`src/rtl/genetico_pkg.sv`:
```
// Shared types and width helpers for the genetic-algorithm blocks.
package genetico_pkg;

  typedef enum logic [1:0] {IDLE, EVAL, DONE} fe_state_t;

  // Fitness width able to hold every possible mismatch (out bits x 2**in vectors).
  function automatic int fit_width(input int in, input int out);
    return $clog2(out * (2 ** in) + 1);
  endfunction

endpackage

```
`src/rtl/fitness_evaluator_if.sv`:
```
// GA / circuit-array side signals of the fitness evaluator.
// FITNESS_EARLY_ABORT_EN adds the abort threshold input and aborted flag.
interface fitness_evaluator_if #(
  parameter int IN  = 2,
  parameter int OUT = 1
);
  import genetico_pkg::*;

  localparam int NVEC  = 2 ** IN;
  localparam int FIT_W = fit_width(IN, OUT);

  logic                      start;
  logic [NVEC-1:0][OUT-1:0]  target;
  logic [IN-1:0]             cir_inp;
  logic [OUT-1:0]            cir_out;
  logic                      chrom_hold;
  logic                      busy;
  logic                      done;
  logic [FIT_W-1:0]          fitness;
  logic                      perfect;
`ifdef FITNESS_EARLY_ABORT_EN
  logic [FIT_W-1:0]          abort_thr;
  logic                      aborted;

  modport master (
    output start, target, cir_out, abort_thr,
    input  cir_inp, chrom_hold, busy, done, fitness, perfect, aborted
  );
  modport slave (
    input  start, target, cir_out, abort_thr,
    output cir_inp, chrom_hold, busy, done, fitness, perfect, aborted
  );
`else
  modport master (
    output start, target, cir_out,
    input  cir_inp, chrom_hold, busy, done, fitness, perfect
  );
  modport slave (
    input  start, target, cir_out,
    output cir_inp, chrom_hold, busy, done, fitness, perfect
  );
`endif

endinterface

```
`src/rtl/fitness_evaluator_popcount_n.sv`:
```
// Combinational count of set bits in an N-bit word.
module popcount_n #(
  parameter int N = 1
) (
  input  logic [N-1:0] bits,
  output logic [N-1:0] count
);

  always_comb begin
    count = '0;
    for (int i = 0; i < N; i++) begin
      count = count + N'(bits[i]);
    end
  end

endmodule

```
`src/rtl/fitness_evaluator.sv`:
```
// Sweeps every input vector through the evolvable circuit and accumulates the
// Hamming distance to the target truth table. Optional: FITNESS_EARLY_ABORT_EN.
module fitness_evaluator
  import genetico_pkg::*;
#(
  parameter int IN     = 2,
  parameter int OUT    = 1,
  parameter int SETTLE = 1
) (
  input logic                clk,
  input logic                rst_n,
  fitness_evaluator_if.slave bus
);

  localparam int            NVEC       = 2 ** IN;
  localparam int            FIT_W      = fit_width(IN, OUT);
  localparam logic [IN-1:0] LAST_VEC   = IN'(NVEC - 1);
  localparam logic [3:0]    SETTLE_CNT = 4'(SETTLE);

  fe_state_t        state;
  logic [IN-1:0]    vec;
  logic [IN-1:0]    inp_r;
  logic [3:0]       cnt;
  logic [FIT_W-1:0] acc;
  logic [FIT_W-1:0] acc_next;
  logic [FIT_W-1:0] fit_r;
  logic             busy_r;
  logic             hold_r;
  logic             done_r;
  logic             perfect_r;
  logic [OUT-1:0]   mism;
  logic [OUT-1:0]   ones;
  logic             stop;

  assign mism = bus.cir_out ^ bus.target[vec];

  popcount_n #(.N(OUT)) u_popcount (
    .bits  (mism),
    .count (ones)
  );

  assign acc_next = acc + FIT_W'(ones);

`ifdef FITNESS_EARLY_ABORT_EN
  logic [FIT_W-1:0] thr_r;
  logic             aborted_r;

  assign stop        = (acc_next > thr_r);
  assign bus.aborted = aborted_r;
`else
  assign stop = 1'b0;
`endif

  always_ff @(posedge clk or negedge rst_n) begin
    if (!rst_n) begin
      state     <= IDLE;
      vec       <= '0;
      inp_r     <= '0;
      cnt       <= '0;
      acc       <= '0;
      fit_r     <= '0;
      busy_r    <= 1'b0;
      hold_r    <= 1'b0;
      done_r    <= 1'b0;
      perfect_r <= 1'b0;
`ifdef FITNESS_EARLY_ABORT_EN
      thr_r     <= '0;
      aborted_r <= 1'b0;
`endif
    end else begin
      done_r <= 1'b0;
      case (state)
        IDLE: begin
          if (bus.start) begin
            inp_r     <= '0;
            vec       <= '0;
            cnt       <= SETTLE_CNT;
            acc       <= '0;
            fit_r     <= '0;
            perfect_r <= 1'b0;
            busy_r    <= 1'b1;
            hold_r    <= 1'b1;
`ifdef FITNESS_EARLY_ABORT_EN
            thr_r     <= bus.abort_thr;
            aborted_r <= 1'b0;
`endif
            state     <= EVAL;
          end
        end
        EVAL: begin
          if (cnt != '0) begin
            cnt <= cnt - 4'd1;
          end else if (vec == LAST_VEC || stop) begin
            // Final (or aborting) sample: publish the result and release the GA.
            fit_r     <= acc_next;
            perfect_r <= (acc_next == '0) && !stop;
            busy_r    <= 1'b0;
            hold_r    <= 1'b0;
            done_r    <= 1'b1;
`ifdef FITNESS_EARLY_ABORT_EN
            aborted_r <= stop;
`endif
            state     <= DONE;
          end else begin
            acc   <= acc_next;
            vec   <= vec + 1'b1;
            inp_r <= vec + 1'b1;
            cnt   <= SETTLE_CNT;
          end
        end
        DONE: begin
          state <= IDLE;
        end
        default: begin
          state <= IDLE;
        end
      endcase
    end
  end

  assign bus.cir_inp    = inp_r;
  assign bus.chrom_hold = hold_r;
  assign bus.busy       = busy_r;
  assign bus.done       = done_r;
  assign bus.fitness    = fit_r;
  assign bus.perfect    = perfect_r;

endmodule

```
`src/flat_wrapper.sv`:
```
// flat-port wrapper written by rule: the top's interface ports become plain ports
module fitness_evaluator_flat import genetico_pkg::*;
#(
  parameter int IN     = 2,
  parameter int OUT    = 1,
  parameter int SETTLE = 1
)
  (clk, rst_n, bus_start, bus_target, bus_cir_out, bus_cir_inp, bus_chrom_hold, bus_busy, bus_done, bus_fitness, bus_perfect);
  fitness_evaluator_if #(.IN(IN), .OUT(OUT)) bus_i ();
  input logic clk;
  input logic rst_n;
  input wire logic [$bits(bus_i.start)-1:0] bus_start;
  input wire logic [$bits(bus_i.target)-1:0] bus_target;
  input wire logic [$bits(bus_i.cir_out)-1:0] bus_cir_out;
  output wire logic [$bits(bus_i.cir_inp)-1:0] bus_cir_inp;
  output wire logic [$bits(bus_i.chrom_hold)-1:0] bus_chrom_hold;
  output wire logic [$bits(bus_i.busy)-1:0] bus_busy;
  output wire logic [$bits(bus_i.done)-1:0] bus_done;
  output wire logic [$bits(bus_i.fitness)-1:0] bus_fitness;
  output wire logic [$bits(bus_i.perfect)-1:0] bus_perfect;
  assign bus_i.start = bus_start;
  assign bus_i.target = bus_target;
  assign bus_i.cir_out = bus_cir_out;
  assign bus_cir_inp = bus_i.cir_inp;
  assign bus_chrom_hold = bus_i.chrom_hold;
  assign bus_busy = bus_i.busy;
  assign bus_done = bus_i.done;
  assign bus_fitness = bus_i.fitness;
  assign bus_perfect = bus_i.perfect;
  fitness_evaluator #(.IN(IN), .OUT(OUT), .SETTLE(SETTLE)) u_core (.clk(clk), .rst_n(rst_n), .bus(bus_i));
endmodule
```
`config.mk`:
```
export PLATFORM = sky130hd
export DESIGN_NAME = fitness_evaluator_flat
export DESIGN_NICKNAME = d
export VERILOG_FILES = /design/src/rtl/genetico_pkg.sv /design/src/rtl/fitness_evaluator_if.sv /design/src/rtl/fitness_evaluator_popcount_n.sv /design/src/rtl/fitness_evaluator.sv /design/src/flat_wrapper.sv
export SDC_FILE = /design/constraint.sdc
export NUM_CORES = 1
export LEC_CHECK = 0
export BUFFER_PORTS_ARGS = -buffer_cell sky130_fd_sc_hd__buf_4
export CORE_MARGIN = 2
export CORE_UTILIZATION = 30
export DETAILED_ROUTE_END_ITERATION = 16
export GPL_TIMING_DRIVEN = 1
export HOLD_SLACK_MARGIN = 0.05
export SKIP_CTS_REPAIR_TIMING = 1
export SLEW_MARGIN = 40
export SYNTH_ARGS = -nofsm -noshare
export SYNTH_HDL_FRONTEND = slang
export SYNTH_HIERARCHICAL = 1
export SYNTH_SLANG_ARGS = --single-unit
```
`constraint.sdc`:
```
create_clock -name clk -period 2.9 [get_ports clk]
set_input_delay 0.58 -clock clk [delete_from_list [all_inputs] [get_ports clk]]
set_output_delay 0.58 -clock clk [all_outputs]
set_load 0.02 [all_outputs]
```
==> impl_summary.txt <==
----------------------------------------------------
[Worst hold path]
  HP Class ... input pin to async pin

[Synth]
  Sequential share of the synthesized area ... 0.450
  Count of warnings emitted by yosys ... 6
  Post-synth cell types ... 33
  Synthesized area per cell ... between 10 and 15 µm²
  Biggest area consumer among synthesized cells ... dfrtp_1
  Post-synth top area share ... 0.450
  Number of cells produced by synthesis ... 93
  Synthesized Nets ... around 110
  Synth Cell Area ... roughly 950 µm²
  Leading post-synthesis cells by cell area ... dfrtp_1 (45%), ha_1 (6.6%), o211ai_1 (5.6%)
  Yosys reg bits ... 17

[Place]
  Number of cells after detailed placement ... 146
  Last weighted congestion value of the routability-driven placer ... just under 0.8
  Area after DPL ... 0.00108 mm²
  Port bufs ... 16
  Post-placement worst setup slack ... roughly 500 ps

[CTS]
  H-Tree Level Count ... 1
  Number of buffers between clock root and the deepest sink ... 2
  Clock-pin slew on the worst setup and hold paths ... around 100 ps
  Source-to-sink clock delay at the later pin of the worst-skew pair ... around 280 ps
  Total CTS buffers ... 3
  Clk root buf ... clkbuf_4
  Count of clock tree sinks ... 17
  CTS tree ... built

[Timing]
  RSZ-0062 raised after global routing ... no
  Time the final worst path needs with I/O delays and setup ... ~2300 ps
  Final number of setup-violating endpoints ... 0
  Max frequency ... around 440 MHz
  Final hold slack ... between 100 and 150 ps
  Slew margin rel. ... 0.736
  Final Cycle Share ... 0.779
  Max Transition Viols Final ... 0
  Final hold violation count ... 0
  Total negative slack for setup checks ... 0 ps
  Setup slack of the critical path after layout ... about 640 ps
  Worst Tran Pin Value ... around 400 ps
  Clock skew after layout ... approximately 2.7 ps

[Job]
  Max capacitance violation total ... 0

[Layout]
  Reg area ... 425 µm²
  Count of nets after finishing ... 120
  Area added between synthesis and finish ... 17.2%
  Fill count ... 318
  Antenna fix cells ... 0
  Number of standard cells in the final layout excluding fillers ... 150
  Final Util ... 0.366
  Cell area after layout ... between 0.001 and 0.0015 mm²
  Footprint of the multi-input gates ... roughly 440 µm²
  Fraction of final layout cells with drive strength greater than 1 ... 0.226

[Routing]
  Count of antenna-violating nets left after detailed routing ... 0
  Vias/cell ... approximately 4.7
  Routed wire length ... 1980 µm
  Via count ... between 700 and 800
  Mean routed wirelength per cell ... between 10 and 15 µm
  DRC Markers ... 0
  1st-pass router iterations ... 4
  Initial DRC Count ... 31

[Power and ir drop]
  Static power due to leakage ... approximately 0.52 nW
  Final Power ... between 1 and 1.5 mW
  Power Dens Cells ... 963 mW/mm²
  Peak supply drop ... approximately 0.27 mV

[Floorplan]
  Die area ... about 0.0036 mm²
  Core Area ... a little over 0.003 mm²
  I/O pin count ... 17
  Die extent in x ... approximately 60 µm
  Effective utilization at floorplan ... 0.312
  Std cell rows ... 20
  Die Y ... 60.2 µm

[Setup path]
  Data arrival time of the critical path ... between 2000 and 2500 ps
  Kind of end point of the critical path ... register
  Startpoint-to-endpoint class of the critical path ... register to register
  Startpoint types ... register
  Critical path required time ... roughly 3100 ps
  Critical path fanouts, max ... 6

[Global routing]
  All-Layer GR Usage ... 0.128
  Initial antenna violation count ... 0
  Wire length of the first global-routing pass ... between 3000 and 4000 µm
  Number of global-route vias before repair ... 770
  Global route overflow ... 0
  Maximum number of pins on one net before global-route repair ... 18

[Run status]
  Status ... complete, no violations

----------------------------------------------------
-- cells in the mapped netlist --
master	number
dfrtp_1	17
inv_1	9
o21ai_0	8
o211ai_1	7
nand2_1	6
ha_1	5
clkbuf_1	4
mux2i_1	3
nand3_1	3
a211oi_1	2
a21oi_1	2
buf_4	2
nand2b_1	2
nor2_1	2
or3_1	2
xor2_1	2
a22o_1	1
and2_0	1
and2_1	1
and3b_1	1
buf_2	1
buf_6	1
mux2_4	1
mux4_2	1
nor2b_1	1
nor3b_1	1
o2111ai_1	1
o21bai_1	1
o31ai_1	1
o32ai_1	1
or2_1	1
or3b_2	1
or4b_4	1
-- area by class of cell --
| class | instances | share of cell area |
|---|---|---|
| well taps | 44 | 0.0497 |
| clock buffers | 4 | 0.0237 |
| flip-flops and latches | 17 | 0.384 |
| multi-input cells | 59 | 0.397 |
| inverters | 9 | 0.0305 |
| repair buffers | 17 | 0.115 |
-- layer usage --
layer,wire length (µm),global-route usage,up-vias
li1,-,-,349
met1,921,0.163,350
met2,974,0.208,11
met3,53,0.0260,2
met4,27,0.0571,0
met5,0,0,-
-- logic make-up after synthesis --
logic type / share of synthesized area
AOI/OAI and AO/OA: 0.168
and+or+nand+nor: 0.142
buffers and inverters: 0.0846
DFF: 0.450
muxes: 0.0714
adders and majority gates: 0.0661
xor gates and xnor gates: 0.0185
-- worst paths after layout --
path	cells after the start	start	to	slack (ps)
max reg2reg	7	u_core/bus.cir_inp[0]$_DFFE_PN0P_	u_core/bus.perfect$_DFFE_PN0P_	640
max	7	u_core/bus.cir_inp[0]$_DFFE_PN0P_	u_core/bus.perfect$_DFFE_PN0P_	640
min	1	rst_n	u_core/cnt[1]$_DFFE_PN0P_	140
max in group asynchronous	1	rst_n	u_core/state[1]$_DFFE_PN0P_	2570
min reg2reg	1	u_core/cnt[0]$_DFFE_PN0P_	u_core/cnt[0]$_DFFE_PN0P_	510
min in group clk	1	u_core/cnt[0]$_DFFE_PN0P_	u_core/cnt[0]$_DFFE_PN0P_	510
-- state kept, by name, indices dropped and copies added (netlist names) --
| register | cells |
|---|---|
| u_core/bus.chrom_hold | 1 |
| u_core/bus.perfect | 1 |
| u_core/state | 2 |
| u_core/acc | 3 |
| u_core/bus.cir_inp | 2 |
| u_core/bus.fitness | 3 |
| u_core/cnt | 4 |
| u_core/bus.done | 1 |
-- power breakdown --
part | internal (mW) | switching (mW) | total, mW
clock | 0.0534 | 0.0743 | 0.128
sequential | 0.323 | 0.0779 | 0.401
combinational | 0.250 | 0.288 | 0.538
-- cell usage in the layout (no fill, tap or decap), types with 2 or more instances in the layout --
cell      synthesis  final
xor2_1            2      2
o211ai_1          7      7
o21ai_0           8      8
mux2i_1           3      3
ha_1              5      5
or3_1             2      2
a21oi_1           2      2
nor2_1            2      2
buf_4             2     17
clkbuf_4          0      3
nand2_1           6      6
inv_1             9      9
nand3_1           3      3
nand2b_1          2      2
a211oi_1          2      2
dfrtp_1          17     17
-- critical path, stage by stage, from the launching register on --
cell and delay [ps]:
dfrtp_1 480, mux4_2 540, xor2_1 160, ha_1 180, ha_1 210, xor2_1 180, or3_1 310, mux2i_1 130
Note: power is estimated with default switching activity, not from simulation.
